===== src/rtl/dtree_scheduler.sv =====
// Round-robin scheduler sharing one dtree engine across CHANNELS feature-vector buffers.
// Define DTREE_SCHED_DROP_COUNT_EN to add the saturating drop_count output.
module dtree_scheduler #(
  parameter int CHANNELS = 4,
  parameter int FEATURES = 3,
  parameter int IN_WIDTH = 10,
  localparam int CW = $clog2(CHANNELS),
  localparam int LW = $clog2(FEATURES)
) (
  input  logic                       clk,
  input  logic                       reset,
  input  logic                       in_valid,
  input  logic [CW-1:0]              in_channel,
  input  logic signed [IN_WIDTH-1:0] in_sample,
  output logic                       in_ready,
  input  logic                       eng_ready,
  output logic signed [IN_WIDTH-1:0] eng_sample,
  input  logic [LW-1:0]              eng_level,
  input  logic [LW-1:0]              eng_path,
  input  logic                       eng_valid,
  output logic                       res_valid,
  output logic [CW-1:0]              res_channel,
  output logic [LW-1:0]              res_level,
  output logic [LW-1:0]              res_path,
`ifdef DTREE_SCHED_DROP_COUNT_EN
  output logic [15:0]                drop_count,
`endif
  output logic                       busy
);

  typedef enum logic [1:0] {IDLE, FEED, WAIT, EMIT} state_t;

  state_t                      state, state_nxt;
  logic signed [IN_WIDTH-1:0]  sample_buf [CHANNELS][FEATURES];
  logic [LW-1:0]               wr_idx [CHANNELS];
  logic [CHANNELS-1:0]         full;
  logic [CW-1:0]               rr_ptr, grant, pick, cand;
  logic                        pick_vld;
  logic [LW-1:0]               feat_idx;
  logic                        wr_en;
  logic                        last_feat;

  assign in_ready  = (int'(in_channel) < CHANNELS) && !full[in_channel];
  assign wr_en     = in_valid && in_ready;
  assign last_feat = (feat_idx == LW'(FEATURES - 1));
  assign res_valid = (state == EMIT);
  assign busy      = (state != IDLE);

  // Write pointers and full flags; a granted channel stays frozen until EMIT.
  always_ff @(posedge clk or posedge reset) begin
    if (reset) begin
      full <= '0;
      for (int c = 0; c < CHANNELS; c++) wr_idx[c] <= '0;
    end else begin
      if (wr_en) begin
        if (wr_idx[in_channel] == LW'(FEATURES - 1)) begin
          full[in_channel]   <= 1'b1;
          wr_idx[in_channel] <= '0;
        end else begin
          wr_idx[in_channel] <= wr_idx[in_channel] + 1'b1;
        end
      end
      if (state == EMIT) full[grant] <= 1'b0;
    end
  end

  always_ff @(posedge clk) begin
    if (wr_en) sample_buf[in_channel][wr_idx[in_channel]] <= in_sample;
  end

  // First full channel at or after rr_ptr, wrapping.
  always_comb begin
    pick     = '0;
    pick_vld = 1'b0;
    cand     = '0;
    for (int i = 0; i < CHANNELS; i++) begin
      cand = CW'((int'(rr_ptr) + i) % CHANNELS);
      if (!pick_vld && full[cand]) begin
        pick     = cand;
        pick_vld = 1'b1;
      end
    end
  end

  always_ff @(posedge clk or posedge reset) begin
    if (reset) state <= IDLE;
    else       state <= state_nxt;
  end

  always_comb begin
    state_nxt = state;
    case (state)
      IDLE:    if (pick_vld) state_nxt = FEED;
      FEED:    if (eng_ready && last_feat) state_nxt = WAIT;
      WAIT:    if (eng_valid) state_nxt = EMIT;
      EMIT:    state_nxt = IDLE;
      default: state_nxt = IDLE;
    endcase
  end

  // Engine feed register and result capture.
  always_ff @(posedge clk or posedge reset) begin
    if (reset) begin
      grant       <= '0;
      rr_ptr      <= '0;
      feat_idx    <= '0;
      eng_sample  <= '0;
      res_channel <= '0;
      res_level   <= '0;
      res_path    <= '0;
    end else begin
      case (state)
        IDLE: begin
          if (pick_vld) begin
            grant      <= pick;
            feat_idx   <= '0;
            eng_sample <= sample_buf[pick][0];
          end
        end
        FEED: begin
          if (eng_ready) begin
            if (last_feat) begin
              feat_idx   <= '0;
              eng_sample <= '0;
            end else begin
              feat_idx   <= LW'(feat_idx + 1'b1);
              eng_sample <= sample_buf[grant][LW'(feat_idx + 1'b1)];
            end
          end
        end
        WAIT: begin
          if (eng_valid) begin
            res_channel <= grant;
            res_level   <= eng_level;
            res_path    <= eng_path;
          end
        end
        EMIT: rr_ptr <= CW'((int'(grant) + 1) % CHANNELS);
        default: ;
      endcase
    end
  end

`ifdef DTREE_SCHED_DROP_COUNT_EN
  function automatic logic [15:0] sat_inc16(input logic [15:0] v);
    return (v == 16'hFFFF) ? v : v + 16'd1;
  endfunction

  always_ff @(posedge clk or posedge reset) begin
    if (reset)                     drop_count <= '0;
    else if (in_valid && !in_ready) drop_count <= sat_inc16(drop_count);
  end
`endif

endmodule


===== config.mk =====
export PLATFORM = sky130hd
export DESIGN_NAME = dtree_scheduler
export DESIGN_NICKNAME = d
export VERILOG_FILES = /design/src/rtl/dtree_scheduler.sv
export SDC_FILE = /design/constraint.sdc
export NUM_CORES = 1
export LEC_CHECK = 0
export ABC_CLOCK_PERIOD_IN_PS = 2000
export CAP_MARGIN = 20
export CORE_MARGIN = 1
export CORE_UTILIZATION = 40
export CTS_BUF_LIST = sky130_fd_sc_hd__clkbuf_4 sky130_fd_sc_hd__clkbuf_8 sky130_fd_sc_hd__clkbuf_16
export CTS_CLUSTER_DIAMETER = 120
export DETAILED_ROUTE_END_ITERATION = 8
export GPL_ROUTABILITY_DRIVEN = 0
export GPL_TIMING_DRIVEN = 0
export RECOVER_POWER = 50
export REMOVE_ABC_BUFFERS = 1
export SYNTH_ARGS = -nofsm -noshare
export SYNTH_HDL_FRONTEND = slang
export SYNTH_SLANG_ARGS = --single-unit

===== constraint.sdc =====
create_clock -name clk -period 2 [get_ports clk]
set_input_delay 0.6 -clock clk [delete_from_list [all_inputs] [get_ports clk]]
set_output_delay 0.6 -clock clk [all_outputs]
set_load 0.1 [all_outputs]

# ---- Word level (Yosys, flattened, before mapping)
# Memories as Yosys holds them, arrays and structs flattened.
# Index checks and enable logic that the tools add are counted.
dict set report classes {
  addsub 6
  bitwise_logic 8
  mul 0
  eq_ne 9
  n_mux 51
  n_reduce_logical 20
  div 0
  shift 0
  magnitude_cmp 13
}
# cell n
set op_table {}
lappend op_table {{2-to-1 mux 10 bit} 6}
lappend op_table {{2-to-1 mux 30 bit} 1}
lappend op_table {{2-to-1 mux 2 bit} 13}
lappend op_table {{binary-select mux 10 bit (select 2 bit)} 1}
lappend op_table {{demux 10 bit (select 2 bit)} 1}
lappend op_table {{one-hot mux 10 bit (2 select lines)} 1}
lappend op_table {{less-than comparator 2 x 3 -> 1 bit (second input constant)} 6}
lappend op_table {{2-to-1 mux 1 bit} 12}
lappend op_table {{2-to-1 mux 4 bit} 3}
lappend op_table {{binary-select mux 1 bit (select 2 bit)} 5}
lappend op_table {{greater-or-equal comparator 3 bit (second input constant)} 3}
lappend op_table {{logical AND 1 bit} 9}
lappend op_table {{inverter 2 -> 3 bit} 3}
lappend op_table {{adder 2 x 1 -> 2 bit (second input constant)} 4}
lappend op_table {{bitwise AND 8 bit} 1}
lappend op_table {{bitwise mux 8 bit} 1}
lappend op_table {{== test 2 bit (second input constant)} 4}
lappend op_table {{2-to-1 mux 8 bit} 1}
lappend op_table {{inequality test 2 bit (second input constant)} 4}
lappend op_table {{inverter 8 bit} 1}
lappend op_table {{one-hot mux 2 bit (4 select lines)} 1}
lappend op_table {{less-than comparator 3 x 1 -> 1 bit (second input constant)} 2}
lappend op_table {{AND reduction 3 bit} 2}
lappend op_table {{adder 2 bit (second input constant)} 2}
lappend op_table {{13 further kinds} 20}
dict set report word_totals {
  romBits 0
  mem_bits_rw 120
  inputBits 21
  latch_bits 0
  ff_bits 36
  out_inout_bits 19
  n_memories 1
}
# memory depth word_bits read_ports rd_ports_with_merged_regs wr line_no
set mem_list {}
lappend mem_list {sample_buf 4 30 2 0 1 34} ;# logic signed [IN_WIDTH-1:0] sample_buf [CHANNELS][FEATURES];

# ---- Logic depth before layout (Yosys ltp)
# Gate-level depths: netlist of the first run.
# An unclocked memory read counts as a cell.
dict set report depth {
  word_depth 15
  ltp_mapped 8
  ltp_nobuf 7
}

# ---- Worst setup path after synthesis of the first run
# Ideal clock, no wire load.
dict set report synth_timing {
  kind {input port to output port}
  startpoint {input port in_channel[1]}
  endpoint {output port in_ready}
  setup_slack_ps -1615
  t_arrival_ps 3015
  required_ps 1400
  cell_stages 2
  cell_sequence {mux2_2 o21ai_0}
}
dict set report synth_between {
  elab_chain_cells 3
}
# item line_no
set synth_lines {}
lappend synth_lines {{start: declaration} 13} ;# input logic [CW-1:0] in_channel,
lappend synth_lines {{binary-select mux 1 bit (select 2 bit)} 43} ;# assign in_ready = (int'(in_channel) < CHANNELS) && !full[in_channel];
lappend synth_lines {{2-to-1 mux 1 bit (not written as such)} 43}
lappend synth_lines {{zero test 1 bit} 43}
lappend synth_lines {{end: declaration} 15} ;# output logic in_ready,
# Every way passes these cells. The select of a mux whose other input is x is not followed.

# ---- Worst setup path after layout of the first run
dict set report layout_timing {
  startpoint {register full[0]}
  endpoint {output port in_ready}
}
dict set report layout_between {
  elab_chain_cells 3
}
# item line_no
set layout_lines {}
lappend layout_lines {{start: declaration} 36} ;# logic [CHANNELS-1:0] full;
lappend layout_lines {{start signal: assignment} 52} ;# full <= '0;
lappend layout_lines {{start signal: indexed assignment} 57} ;# full[in_channel] <= 1'b1;
lappend layout_lines {{start signal: indexed assignment} 63} ;# if (state == EMIT) full[grant] <= 1'b0;
lappend layout_lines {{binary-select mux 1 bit (select 2 bit)} 43}
lappend layout_lines {{2-to-1 mux 1 bit (not written as such)} 43}
lappend layout_lines {{zero test 1 bit} 43}
# Every way passes these cells. The select of a mux whose other input is x is not followed.

==> metrics.csv, run 1 <==
stage;metric;value;unit
run_status;outcome;finished, violations left;
layout;final_util;0.522;
timing;finalWorstPathRequiredPeriod;2.08;ns
die;floorplan.core_area;16800;sq um
clock_network;path_clk_slew;0.06;ns
logic_synthesis;synth.yosys.warnings;0;
global_routing;grt_pass1_wl;26600;microns
timing;grt_setup_unrepaired;yes;
clock_network;cts_max_path_buffers;2;
drt;drc_errors;0;
clock_network;tritoncts_num_sinks;156;
layout;design.final.nets;598;
timing;hold-worst-slack;0.480;ns
timing;timing_hold_violations_final;0;
hold_path;hp-class;reg -> reg;
layout;layout.filler_cells;1407;
drt;viasPerCell;5.64;
logic_synthesis;synthFlopType;sky130_fd_sc_hd__edfxtp_1;
layout;post_route_cells_drive_above_1_share;0.315;
worst_setup_path;start_kind;register;
clock_network;cts-buffers-inserted;17;
worst_setup_path;worst_setup_path_startpoint;full[0];
drt;total_wirelength_of_the_detailed_routed_design;17800;microns
global_routing;grt_start_max_net_pins;49;
timing;worst_clock_skew;0.00576;ns
placed_design;dpl.cell_count;729;
die;pin_count;40;
logic_synthesis;ys_types;42;
timing;layout_setup_ws;-0.0776;ns
pwr;p_leak;3.01;nW
die;floorplan_die_area;17900;sq um
drt;drt-wirelength-per-cell;22.5;microns
timing;final_max_slew_violation_count;0;
logic_synthesis;mapped_cells;490;
placed_design;detailedPlacementHpwl;9740;microns
clock_network;cts.htree.levels;4;
die;initial_core_util;0.415;
layout;post_layout_nonfiller_instances;794;
drt;vias;4479;
clock_network;cts_root_buffer;sky130_fd_sc_hd__clkbuf_16;
logic_synthesis;mapped_cell_area;6960;sq um
hold_path;worst_hold_startpoint;res_channel[0];
clock_network;worst_skew_pair.late_latency;0.42;ns
logic_synthesis;ys_async_sr_fraction;0.231;
worst_setup_path;critical_path_end_type;output pin;
pwr;irDropWorstVdd;774;uV
worst_setup_path;cp.arrival;1.48;ns
logic_synthesis;seq_area_frac_synth;0.647;
timing;maxSlewHeadroom;0.419;
die;row_count;47;
logic_synthesis;synth_enable_flop_cells;120;
die;die_width;134;microns
global_routing;grtUsageTotal;0.206;
timing;setup_tns;-0.0953;ns
run;count_of_max_cap_constraint_violations;0;
drt;drt-initial-drc-count;401;
layout;antenna_cells_inserted;0;
global_routing;gr-total-overflow;0;
drt;firstDrtPassIters;5;
timing;layout_worst_path_cycle_share;1.04;
placed_design;io_buffers;39;
worst_setup_path;critical_path_required;1.40;ns
logic_synthesis;synth-seq-cells;156;
worst_setup_path;critical_path_class;reg -> out;
worst_setup_path;critPathMaxFanout;3;
timing;max_slew.worst_pin.slew;0.870;ns
logic_synthesis;synthesis.area_per_instance;14.2;sq um
timing;timing.fmax;481;MHz
clock_network;clock_tree_from_tritoncts;done;
timing;finalSetupViolations;2;
die;chipHeight;134;microns
drt;drt.antenna.violating_nets;0;
worst_setup_path;critical_path.reg2reg.startpoint;state[1];
global_routing;antenna_violations_before_repair;0;
pwr;power.density;1630;nW/um^2
global_routing;grt_pass1_vias;4421;
placed_design;dp_worst_setup_slack;-1.53;ns
layout;syn_to_final_growth;25.6;%
run_status;violations;setup timing;
[critical path: stages (launching register included)]
cell	delay [ns]
sky130_fd_sc_hd__dfrtp_2	0.42
sky130_fd_sc_hd__mux2_2	0.29
sky130_fd_sc_hd__o21ai_4	0.16
sky130_fd_sc_hd__buf_12	0.19
[metrics by stage]
| stage | area [sq um] | total power, mW |
|---|---|---|
| 2_1_floorplan | 6850 | 8.36 |
| 3_3_place_gp | 7510 | 9.62 |
| 3_5_place_dp | 7600 | 9.98 |
| 4_1_cts | 8540 | 13.8 |
| 5_1_grt | 8740 | 14.8 |
| 6_report | 8740 | 14.3 |
[power by group]
| group | internal [mW] | switching [mW] | total (mW) |
|---|---|---|---|
| registers | 4.02 | 0.379 | 4.40 |
| clock network | 1.88 | 1.24 | 3.13 |
| logic | 2.41 | 4.31 | 6.72 |
| total | 8.31 | 5.94 | 14.3 |
[final timing paths]
check                                 end  slack (ns)  cells after the start
max                              in_ready       -0.08                      3
min                        res_channel[0]        0.48                      2
max in group asynchronous        grant[1]        0.55                      2
min reg2reg                res_channel[0]        0.48                      2
min in group asynchronous   eng_sample[0]        0.81                      2
max reg2reg                 eng_sample[1]           0                      7
[state kept, by name, summed over array words and instances, names as in the netlist, 4 cells and up]
name	count
sample_buf	120
full	4
wr_idx	8
eng_sample	10
[layer usage]
layer | global-route usage | wire (microns) | part of all wire
met1 | 0.277 | 7620 | 0.43
met2 | 0.326 | 8780 | 0.49
met3 | 0.0367 | 1010 | 0.056
met4 | 0.0941 | 429 | 0.024
met5 | 0 | 0 | 0
[cells by family after synthesis]
group	after synthesis	synth area share
buffers and inverters	38	0.0237
flip-flops	156	0.647
multiplexers	53	0.0850
AO/OA/AOI/OAI	96	0.105
AND/OR/NAND/NOR	132	0.112
adder cells (fa/ha/maj)	15	0.0270
[synth_stat cells (12+ instances only)]
library cell               number  share of area
sky130_fd_sc_hd__nor2b_1       22          0.020
sky130_fd_sc_hd__o21ai_0       21          0.015
sky130_fd_sc_hd__nor3b_1       20          0.022
sky130_fd_sc_hd__a211oi_1      30          0.032
sky130_fd_sc_hd__dfrtp_1       36           0.13
sky130_fd_sc_hd__edfxtp_1     120           0.52
sky130_fd_sc_hd__nand2b_1      16          0.014
sky130_fd_sc_hd__mux2_2        29          0.047
sky130_fd_sc_hd__and2_1        12          0.011
sky130_fd_sc_hd__nand2_1       23          0.012
sky130_fd_sc_hd__ha_1          15          0.027
sky130_fd_sc_hd__inv_1         14         0.0075
sky130_fd_sc_hd__mux2i_1       22          0.032
[area by class of cell]
| class | instances | area, sq um | area share |
|---|---|---|---|
| Multi-Input combinational cell | 302 | 2590 | 0.296 |
| Clock inverter | 11 | 121 | 0.0139 |
| Inverter | 14 | 55.1 | 0.00630 |
| Clock buffer | 20 | 454 | 0.0520 |
| Sequential cell | 156 | 4510 | 0.516 |
| Timing Repair Buffer | 71 | 734 | 0.0840 |
| Tap cell | 220 | 275 | 0.0315 |
[cells in the final DEF, fill, tap and decap left out, types with 4 or more instances in the layout]
cell and instances:
sky130_fd_sc_hd__o22ai_1 10, sky130_fd_sc_hd__dfrtp_1 30, sky130_fd_sc_hd__o221ai_1 10, sky130_fd_sc_hd__nor3_1 9
sky130_fd_sc_hd__clkbuf_16 17, sky130_fd_sc_hd__clkinvlp_4 4, sky130_fd_sc_hd__nor4_1 8, sky130_fd_sc_hd__nand2_1 23
sky130_fd_sc_hd__nor2b_1 21, sky130_fd_sc_hd__ha_1 11, sky130_fd_sc_hd__a211oi_1 30, sky130_fd_sc_hd__o21ai_0 19
sky130_fd_sc_hd__a2bb2oi_1 4, sky130_fd_sc_hd__dlygate4sd3_1 11, sky130_fd_sc_hd__buf_6 6, sky130_fd_sc_hd__clkdlybuf4s50_1 7
sky130_fd_sc_hd__buf_4 23, sky130_fd_sc_hd__inv_1 10, sky130_fd_sc_hd__edfxtp_1 120, sky130_fd_sc_hd__dfrtp_2 5
sky130_fd_sc_hd__clkdlybuf4s15_2 15, sky130_fd_sc_hd__mux2i_1 22, sky130_fd_sc_hd__mux2_2 29, sky130_fd_sc_hd__nor3b_1 20
sky130_fd_sc_hd__and2_4 14, sky130_fd_sc_hd__nand2b_1 15, sky130_fd_sc_hd__buf_12 4, sky130_fd_sc_hd__a211oi_2 10
[what timing repair did]
item	4_1_cts	5_1_grt
gates cloned	6	0
pin swaps	13	11
hold buffers	0	0
gates resized for setup	144	20
endpoints found under the setup margin	164	94
setup buffers	12	16
Note: power is estimated with default switching activity, not from simulation.
==> run 2, diff against run 1 <==
--- a/config.mk
+++ b/config.mk
@@ -11,11 +11,13 @@
 export CORE_UTILIZATION = 40
 export CTS_BUF_LIST = sky130_fd_sc_hd__clkbuf_4 sky130_fd_sc_hd__clkbuf_8 sky130_fd_sc_hd__clkbuf_16
 export CTS_CLUSTER_DIAMETER = 120
+export CTS_CLUSTER_SIZE = 10
 export DETAILED_ROUTE_END_ITERATION = 8
 export GPL_ROUTABILITY_DRIVEN = 0
 export GPL_TIMING_DRIVEN = 0
 export RECOVER_POWER = 50
 export REMOVE_ABC_BUFFERS = 1
+export SLEW_MARGIN = 40
 export SYNTH_ARGS = -nofsm -noshare
 export SYNTH_HDL_FRONTEND = slang
 export SYNTH_SLANG_ARGS = --single-unit
==> run 2 against run 1 <==
Critical path type unchanged. Via count down 1.1%. Worst setup slack worse by 0.056 ns. Clock skew down 0.00083 ns. Largest cell class unchanged. Combinational power down 2%. Global-route usage up 0.24 points. The run still ends with setup timing left. Register-to-register slack worse by 0.04 ns. Non-clock buffer count down 1. Cell count up 0.25%. Sequential share of layout area down 0.18 points. Highest routed layer unchanged. Sequential cell count unchanged. Utilization up 0.22 points. Hold slack better by 0.0070 ns.
==> metrics.csv, run 2 (same netlist as run 1, synthesis figures left out) <==
stage;metric;value;unit;change
die;floorplan.core_area;16800;sq um;unchanged
pwr;p_leak;3.06;nW;was 3.01 nW
timing;max_slew.worst_pin.slew;0.902;ns;was 0.870 ns
layout;antenna_cells_inserted;0;;unchanged
run;count_of_max_cap_constraint_violations;0;;unchanged
die;pin_count;40;;unchanged
worst_setup_path;start_kind;register;;unchanged
timing;finalSetupViolations;2;;unchanged
timing;final_max_slew_violation_count;0;;unchanged
clock_network;ctsHoldBuffers;0;;unchanged
global_routing;grt_start_max_net_pins;37;;was 49
global_routing;grt_pass1_wl;26700;microns;was 26600 microns
worst_setup_path;worst_r2r_path_depth;8;;was 7
pwr;irDropWorstVdd;840;uV;was 774 uV
drt;drt-initial-drc-count;316;;was 401
placed_design;placedInstanceArea;7550;sq um;was 7600 sq um
hold_path;holdPathEnd;res_channel[0];;unchanged
clock_network;tritoncts_num_sinks;156;;unchanged
clock_network;clock_tree_from_tritoncts;done;;unchanged
run_status;outcome;finished, violations left;;unchanged
die;row_count;47;;unchanged
worst_setup_path;cp_slowest_cell;sky130_fd_sc_hd__dfrtp_2;;unchanged
clock_network;path_clk_slew;0.06;ns;about the same
timing;hold-worst-slack;0.487;ns;was 0.480 ns
layout;most_frequent_cells_in_the_layout;sky130_fd_sc_hd__edfxtp_1 (120), sky130_fd_sc_hd__a211oi_1 (30), sky130_fd_sc_hd__mux2_2 (28), sky130_fd_sc_hd__dfrtp_1 (28), sky130_fd_sc_hd__buf_4 (24);;was sky130_fd_sc_hd__edfxtp_1 (120), sky130_fd_sc_hd__a211oi_1 (30), sky130_fd_sc_hd__dfrtp_1 (30)
clock_network;worst_skew_pair.late_latency;0.43;ns;was 0.42 ns
worst_setup_path;critical_path.reg2reg.startpoint;state[1];;unchanged
layout;post_route_cells_drive_above_1_share;0.325;;was 0.315
placed_design;detailedPlacementHpwl;9830;microns;was 9740 microns
drt;vias;4428;;was 4479
drt;drc_errors;0;;unchanged
run_status;violations;setup timing;;unchanged
layout;layout.filler_cells;1393;;was 1407
worst_setup_path;timing.critical_path.slowest_cell_delay;0.45;ns;was 0.42 ns
worst_setup_path;critical_path_end_type;output pin;;unchanged
timing;layout_worst_path_cycle_share;1.07;;was 1.04
drt;viasPerCell;5.56;;was 5.64
global_routing;grtUsageTotal;0.208;;was 0.206
die;chipHeight;134;microns;unchanged
timing;timing.fmax;469;MHz;was 481 MHz
worst_setup_path;endpoint_of_the_worst_register_to_register_path;eng_sample[1];;unchanged
drt;total_wirelength_of_the_detailed_routed_design;17800;microns;about the same
global_routing;antenna_violations_before_repair;0;;unchanged
layout;layout.cells.most_common;sky130_fd_sc_hd__edfxtp_1;;unchanged
placed_design;dp_worst_setup_slack;-1.36;ns;was -1.53 ns
hold_path;worst_hold_startpoint;res_channel[0];;unchanged
layout;largest_register_ff_count;120;;unchanged
die;die_width;134;microns;unchanged
clock_network;cts_root_buffer;sky130_fd_sc_hd__clkbuf_16;;unchanged
worst_setup_path;critical_path_class;reg -> out;;unchanged
timing;layout_setup_ws;-0.134;ns;was -0.0776 ns
worst_setup_path;critPathMaxFanout;6;;was 3
timing;worst_clock_skew;0.00493;ns;was 0.00576 ns
clock_network;cts_max_path_buffers;2;;unchanged
timing;timing_hold_violations_final;0;;unchanged
clock_network;cts-buffers-inserted;17;;unchanged
worst_setup_path;rrSetupSlack;-0.04;ns;was 0 ns
timing;maxSlewHeadroom;0.397;;was 0.419
hold_path;timing.hold.worst_path_depth;2;;unchanged
pwr;power.density;1690;nW/um^2;was 1630 nW/um^2
placed_design;io_buffers;39;;unchanged
drt;drt-wirelength-per-cell;22.3;microns;was 22.5 microns
timing;finalWorstPathRequiredPeriod;2.13;ns;was 2.08 ns
global_routing;grt_pass1_vias;4560;;was 4421
pwr;p_total;14.8;mW;was 14.3 mW
worst_setup_path;critical_path_required;1.40;ns;about the same
layout;design.final.nets;599;;was 598
drt;firstDrtPassIters;4;;was 5
layout;syn_to_final_growth;26.1;%;was 25.6%
worst_setup_path;cp.arrival;1.53;ns;was 1.48 ns
timing;grt_setup_unrepaired;yes;;unchanged
die;floorplan_die_area;17900;sq um;unchanged
hold_path;hp-class;reg -> reg;;unchanged
clock_network;cts.htree.levels;4;;unchanged
drt;drt.antenna.violating_nets;0;;unchanged
global_routing;gr-total-overflow;0;;unchanged
die;initial_core_util;0.415;;unchanged
layout;postLayoutCellArea;8780;sq um;was 8740 sq um
worst_setup_path;crit_chain;mux2_4 > o21ai_4 > buf_12;;was mux2_2 > o21ai_4 > buf_12
-- run 2: area by class of cell --
class                   instances  area [sq um]  share of cell area
flip-flops and latches        156          4520               0.515
clock buffers                  17           425              0.0485
clock inverters                15           268              0.0305
multi-input cells             304          2620               0.298
well taps                     220           275              0.0314
repair buffers                 70           621              0.0707
inverters                      14          52.6             0.00599
-- run 2: report_power, final --
group	leakage [nW]	internal [mW]	total, mW	switching [mW]
Clock	0.343	2.47	3.76	1.29
Combinational	1.22	2.34	6.57	4.23
Sequential	1.50	4.03	4.47	0.439
-- run 2: metrics by stage --
stage                     std cells  TNS [ns]   util
after floorplan                 466    -19.35      -
after global placement          725   -196.82  0.448
after detailed placement        730   -164.05  0.451
after CTS                       788    -0.119  0.515
after global routing            796     -2.52  0.524
final                           796    -0.176  0.524
-- run 2: worst max-delay path: cells and delay by family (launching register included) --
| family | cells | cell delay (ns) |
|---|---|---|
| mux | 1 | 0.30 |
| buf+inv | 1 | 0.19 |
| flops | 1 | 0.45 |
| compound gates | 1 | 0.17 |
-- run 2: worst max path at each step --
stage | startpoint | endpoint | slack (ns)
2_1_floorplan | in_channel[1] | in_ready | -1.62
3_3_place_gp | full[2] | eng_sample[6] | -2.31
3_5_place_dp | in_channel[0] | sample_buf[0][9] | -1.36
4_1_cts | full[0] | in_ready | -0.12
5_1_grt | full[0] | in_ready | -0.17
6_report | full[0] | in_ready | -0.13
-- run 2: what timing repair did --
| item | in CTS | in global routing |
|---|---|---|
| gates resized for setup | 81 | 20 |
| cloned | 6 | 2 |
| buffers inserted | 20 | 6 |
| pin swaps | 14 | 5 |
| endpoints found under the setup margin | 148 | 106 |
-- run 2: routing by layer --
metal | track usage | routed length [microns] | vias to the layer above
met3 | 0.0412 | 816 | 30
met5 | 0 | 0 | -
met2 | 0.332 | 8810 | 111
li1 | - | - | 2053
met1 | 0.268 | 7740 | 2234
met4 | 0.113 | 421 | 0
==> run 3, diff against run 2 <==
--- a/config.mk
+++ b/config.mk
@@ -5,11 +5,11 @@
 export SDC_FILE = /design/constraint.sdc
 export NUM_CORES = 1
 export LEC_CHECK = 0
+export ABC_AREA = 1
 export ABC_CLOCK_PERIOD_IN_PS = 2000
 export CAP_MARGIN = 20
 export CORE_MARGIN = 1
 export CORE_UTILIZATION = 40
-export CTS_BUF_LIST = sky130_fd_sc_hd__clkbuf_4 sky130_fd_sc_hd__clkbuf_8 sky130_fd_sc_hd__clkbuf_16
 export CTS_CLUSTER_DIAMETER = 120
 export CTS_CLUSTER_SIZE = 10
 export DETAILED_ROUTE_END_ITERATION = 8
==> run 3 against run 2 <==
Count of clock-buffer cells in the layout grew 1. Utilization grew 1.3 points. Cell count rose by 33%. Die area up 5.0%. Maximum frequency is 0.77% higher. Area after synthesis grew 5.1%. The flow finishes with violations (DRC, setup timing).
==> metrics.csv, run 3 <==
stage;metric;value;unit;change
placed_design;io_buffers;39;;unchanged
hold_path;timing.hold.worst_path_depth;2;;unchanged
drt;vias;5825;;was 4428
worst_setup_path;crit_chain;inv_2 > o22ai_2 > a221oi_2 > buf_6;;was mux2_4 > o21ai_4 > buf_12
logic_synthesis;yosysMostFrequentCell;sky130_fd_sc_hd__edfxtp_1;;unchanged
timing;max_slew.worst_pin.slew;0.786;ns;was 0.902 ns
logic_synthesis;synth_top_cells_by_area;sky130_fd_sc_hd__edfxtp_1 (49%), sky130_fd_sc_hd__dfrtp_1 (12%), sky130_fd_sc_hd__nand2_1 (5.6%), sky130_fd_sc_hd__o21ai_0 (5.1%), sky130_fd_sc_hd__nand3_1 (4.1%);;was sky130_fd_sc_hd__edfxtp_1 (52%), sky130_fd_sc_hd__dfrtp_1 (13%), sky130_fd_sc_hd__mux2_2 (4.7%), sky130_fd_sc_hd__a211oi_1 (3.2%), sky130_fd_sc_hd__mux2i_1 (3.2%)
worst_setup_path;cp_num_buf_inv;2;;was 1
clock_network;cts-buffers-inserted;17;;unchanged
clock_network;cts.htree.levels;4;;unchanged
layout;register_area;4520;sq um;about the same
layout;layout.cells.most_common;sky130_fd_sc_hd__edfxtp_1;;unchanged
clock_network;worst_skew_pair.late_latency;0.43;ns;about the same
die;row_count;49;;was 47
worst_setup_path;start_kind;register;;unchanged
logic_synthesis;top_cells_by_count_synth;sky130_fd_sc_hd__edfxtp_1 (120), sky130_fd_sc_hd__nand2_1 (109), sky130_fd_sc_hd__inv_1 (78), sky130_fd_sc_hd__o21ai_0 (74), sky130_fd_sc_hd__nor2_1 (71);;was sky130_fd_sc_hd__edfxtp_1 (120), sky130_fd_sc_hd__dfrtp_1 (36), sky130_fd_sc_hd__a211oi_1 (30), sky130_fd_sc_hd__mux2_2 (29), sky130_fd_sc_hd__nand2_1 (23)
worst_setup_path;cp_slowest_cell;sky130_fd_sc_hd__dfrtp_1;;was sky130_fd_sc_hd__dfrtp_2
global_routing;grt_pass1_vias;5383;;was 4560
worst_setup_path;critPathMaxFanout;2;;was 6
die;initial_core_util;0.407;;was 0.415
die;pin_count;40;;unchanged
timing;timing.fmax;472;MHz;was 469 MHz
layout;post_layout_nonfiller_instances;1055;;was 796
drt;drt-wirelength-per-cell;19.3;microns;was 22.3 microns
drt;drc_errors;2;;was 0
layout;antenna_cells_inserted;0;;unchanged
clock_network;clock_tree_from_tritoncts;done;;unchanged
layout;design.final.nets;849;;was 599
logic_synthesis;synth.yosys.warnings;0;;unchanged
timing;grt_setup_unrepaired;yes;;unchanged
drt;drt-initial-drc-count;505;;was 316
clock_network;tritoncts_num_sinks;156;;unchanged
timing;worst_clock_skew;0.00723;ns;was 0.00493 ns
drt;highest_metal_layer_with_signal_wires;met4;;unchanged
layout;layout.filler_cells;1482;;was 1393
run;count_of_max_cap_constraint_violations;0;;unchanged
global_routing;grtUsageTotal;0.214;;was 0.208
layout;post_route_cells_drive_above_1_share;0.291;;was 0.325
drt;met2WireLength;10200;microns;was 8810 microns
timing;timing_hold_violations_final;0;;unchanged
worst_setup_path;cp.arrival;1.52;ns;was 1.53 ns
logic_synthesis;synth.largest_area_cell;sky130_fd_sc_hd__edfxtp_1;;unchanged
die;floorplan.core_area;18000;sq um;was 16800 sq um
layout;syn_to_final_growth;31.7;%;was 26.1%
layout;largest_register_ff_count;120;;unchanged
global_routing;gr-total-overflow;0;;unchanged
clock_network;path_clk_slew;0.06;ns;about the same
worst_setup_path;critical_path.reg2reg.startpoint;full[0];;was state[1]
logic_synthesis;seq_area_frac_synth;0.616;;was 0.647
worst_setup_path;critical_path_required;1.40;ns;about the same
worst_setup_path;worst_r2r_path_depth;14;;was 8
worst_setup_path;critical_path_end_type;output pin;;unchanged
logic_synthesis;synthFlopType;sky130_fd_sc_hd__edfxtp_1;;unchanged
placed_design;dp_worst_setup_slack;-1.46;ns;was -1.36 ns
logic_synthesis;mapped_cells;721;;was 490
layout;most_frequent_cells_in_the_layout;sky130_fd_sc_hd__edfxtp_1 (120), sky130_fd_sc_hd__nand2_1 (88), sky130_fd_sc_hd__o21ai_0 (72);;was sky130_fd_sc_hd__edfxtp_1 (120), sky130_fd_sc_hd__a211oi_1 (30), sky130_fd_sc_hd__mux2_2 (28), sky130_fd_sc_hd__dfrtp_1 (28), sky130_fd_sc_hd__buf_4 (24)
placed_design;detailedPlacementHpwl;10900;microns;was 9830 microns
timing;layout_setup_ws;-0.118;ns;was -0.134 ns
worst_setup_path;critical_path_class;reg -> out;;unchanged
worst_setup_path;cp-endpoint;in_ready;;unchanged
timing;layout_worst_path_cycle_share;1.06;;was 1.07
layout;final_util;0.536;;was 0.524
global_routing;grt_pass1_wl;29500;microns;was 26700 microns
worst_setup_path;rrSetupSlack;-0.09;ns;was -0.04 ns
logic_synthesis;ys_types;33;;was 42
die;die_width;137;microns;was 134 microns
drt;viasPerCell;5.52;;was 5.56
timing;finalWorstPathRequiredPeriod;2.12;ns;was 2.13 ns
timing;maxSlewHeadroom;0.475;;was 0.397
worst_setup_path;timing.critical_path.max_delay_family;flip-flops;;unchanged
run_status;outcome;finished, violations left;;unchanged
global_routing;grt_start_max_net_pins;65;;was 37
logic_synthesis;mapped_cell_area;7310;sq um;was 6960 sq um
worst_setup_path;critical_path_depth;4;;was 3
worst_setup_path;endpoint_of_the_worst_register_to_register_path;eng_sample[8];;was eng_sample[1]
die;chipHeight;137;microns;was 134 microns
global_routing;antenna_violations_before_repair;0;;unchanged
clock_network;cts_max_path_buffers;2;;unchanged
logic_synthesis;synth_enable_flop_cells;120;;unchanged
worst_setup_path;worst_setup_path_startpoint;full[0];;unchanged
drt;total_wirelength_of_the_detailed_routed_design;20300;microns;was 17800 microns
worst_setup_path;timing.critical_path.slowest_cell_delay;0.40;ns;was 0.45 ns
drt;firstDrtPassIters;7;;was 4
timing;finalSetupViolations;25;;was 2
logic_synthesis;synth_top_area_share;0.493;;was 0.518
placed_design;dpl.cell_count;952;;was 730
layout;multi_input_gate_area;2890;sq um;was 2620 sq um
drt;drt.antenna.violating_nets;0;;unchanged
logic_synthesis;synthesis.area_per_instance;10.1;sq um;was 14.2 sq um
logic_synthesis;ys_async_sr_fraction;0.231;;unchanged
die;floorplan_die_area;18800;sq um;was 17900 sq um
logic_synthesis;synth-seq-cells;156;;unchanged
drt;met3RoutedLength;1120;microns;was 816 microns
timing;final_max_slew_violation_count;0;;unchanged
timing;hold-worst-slack;0.481;ns;was 0.487 ns
clock_network;cts_root_buffer;sky130_fd_sc_hd__clkbuf_16;;unchanged
run_status;violations;DRC, setup timing;;was setup timing
drt;met1_length;8320;microns;was 7740 microns
hold_path;hp-class;reg -> reg;;unchanged
[run 3: cell count changes in the layout (fill, tap and decap cells not counted), sizes merged, moves of 25 or more]
| cell | delta |
|---|---|
| a211oi | -40 |
| a21oi | +43 |
| buf | +27 |
| inv | +63 |
| mux2 | -25 |
| nand2 | +96 |
| nand3 | +67 |
| nor2 | +68 |
| o21ai | +52 |
[run 3: per-layer routing]
metal,track usage,up-vias
met5,0,-
met4,0.0867,0
met3,0.0327,50
met2,0.372,227
met1,0.266,2841
li1,-,2707
[run 3: layout make-up]
| type | instances | share of cell area |
|---|---|---|
| repair inverters | 4 | 0.00299 |
| clock buffers | 18 | 0.0445 |
| multi-input cells | 454 | 0.300 |
| clock inverters | 14 | 0.0147 |
| flip-flops and latches | 156 | 0.469 |
| repair buffers | 97 | 0.0982 |
| well taps | 229 | 0.0297 |
| inverters | 83 | 0.0412 |
[run 3: how the worst min path moves through the flow]
stage / start / end
floorplan: wr_idx[1] / wr_idx[1]
detailed placement: wr_idx[1] / wr_idx[1]
CTS: wr_idx[1] / wr_idx[1]
finish: wr_idx[1] / wr_idx[1]
global route: wr_idx[1] / wr_idx[1]
global placement: wr_idx[1] / wr_idx[1]
[run 3: worst reg2reg max path, stage by stage, from the launching register on]
cell and delay [ns]:
sky130_fd_sc_hd__dfrtp_1 0.40, sky130_fd_sc_hd__buf_4 0.14, sky130_fd_sc_hd__buf_4 0.13, sky130_fd_sc_hd__nand2_1 0.07, sky130_fd_sc_hd__nand2_2 0.08, sky130_fd_sc_hd__nand2_2 0.10
sky130_fd_sc_hd__nand2_4 0.07, sky130_fd_sc_hd__nor2_4 0.19, sky130_fd_sc_hd__nand3_4 0.26, sky130_fd_sc_hd__nand3_4 0.20, sky130_fd_sc_hd__nand2_1 0.07, sky130_fd_sc_hd__nand3_1 0.07
sky130_fd_sc_hd__nand2_1 0.07, sky130_fd_sc_hd__nand2_1 0.07, sky130_fd_sc_hd__a21oi_2 0.05
[run 3: stage by stage]
| step | area (sq um) | TNS, ns |
|---|---|---|
| detailed placement | 7760 | -170.20 |
| floorplan | 7120 | -345.40 |
| CTS | 9100 | -0.304 |
| finish | 9640 | -1.12 |
| global placement | 7800 | -236.67 |
| global route | 9640 | -6.69 |
[run 3: logic make-up after synthesis]
group / synth area share
AO/OA/AOI/OAI: 0.119
adder cells (fa/ha/maj): 0.0257
buffers and inverters: 0.0693
flip-flops: 0.616
multiplexers: 0.00616
AND/OR/NAND/NOR: 0.164
[run 3: repair_timing]
item,CTS,global route
cloned,9,6
gates resized for setup,97,73
buffers inserted,33,23
pin swaps,19,22
endpoints found under the setup margin,152,138
hold buffers,0,0
Power of run 3 is not shown: default switching activity piles up to over one toggle a cycle in this logic, so the estimate is an artifact.
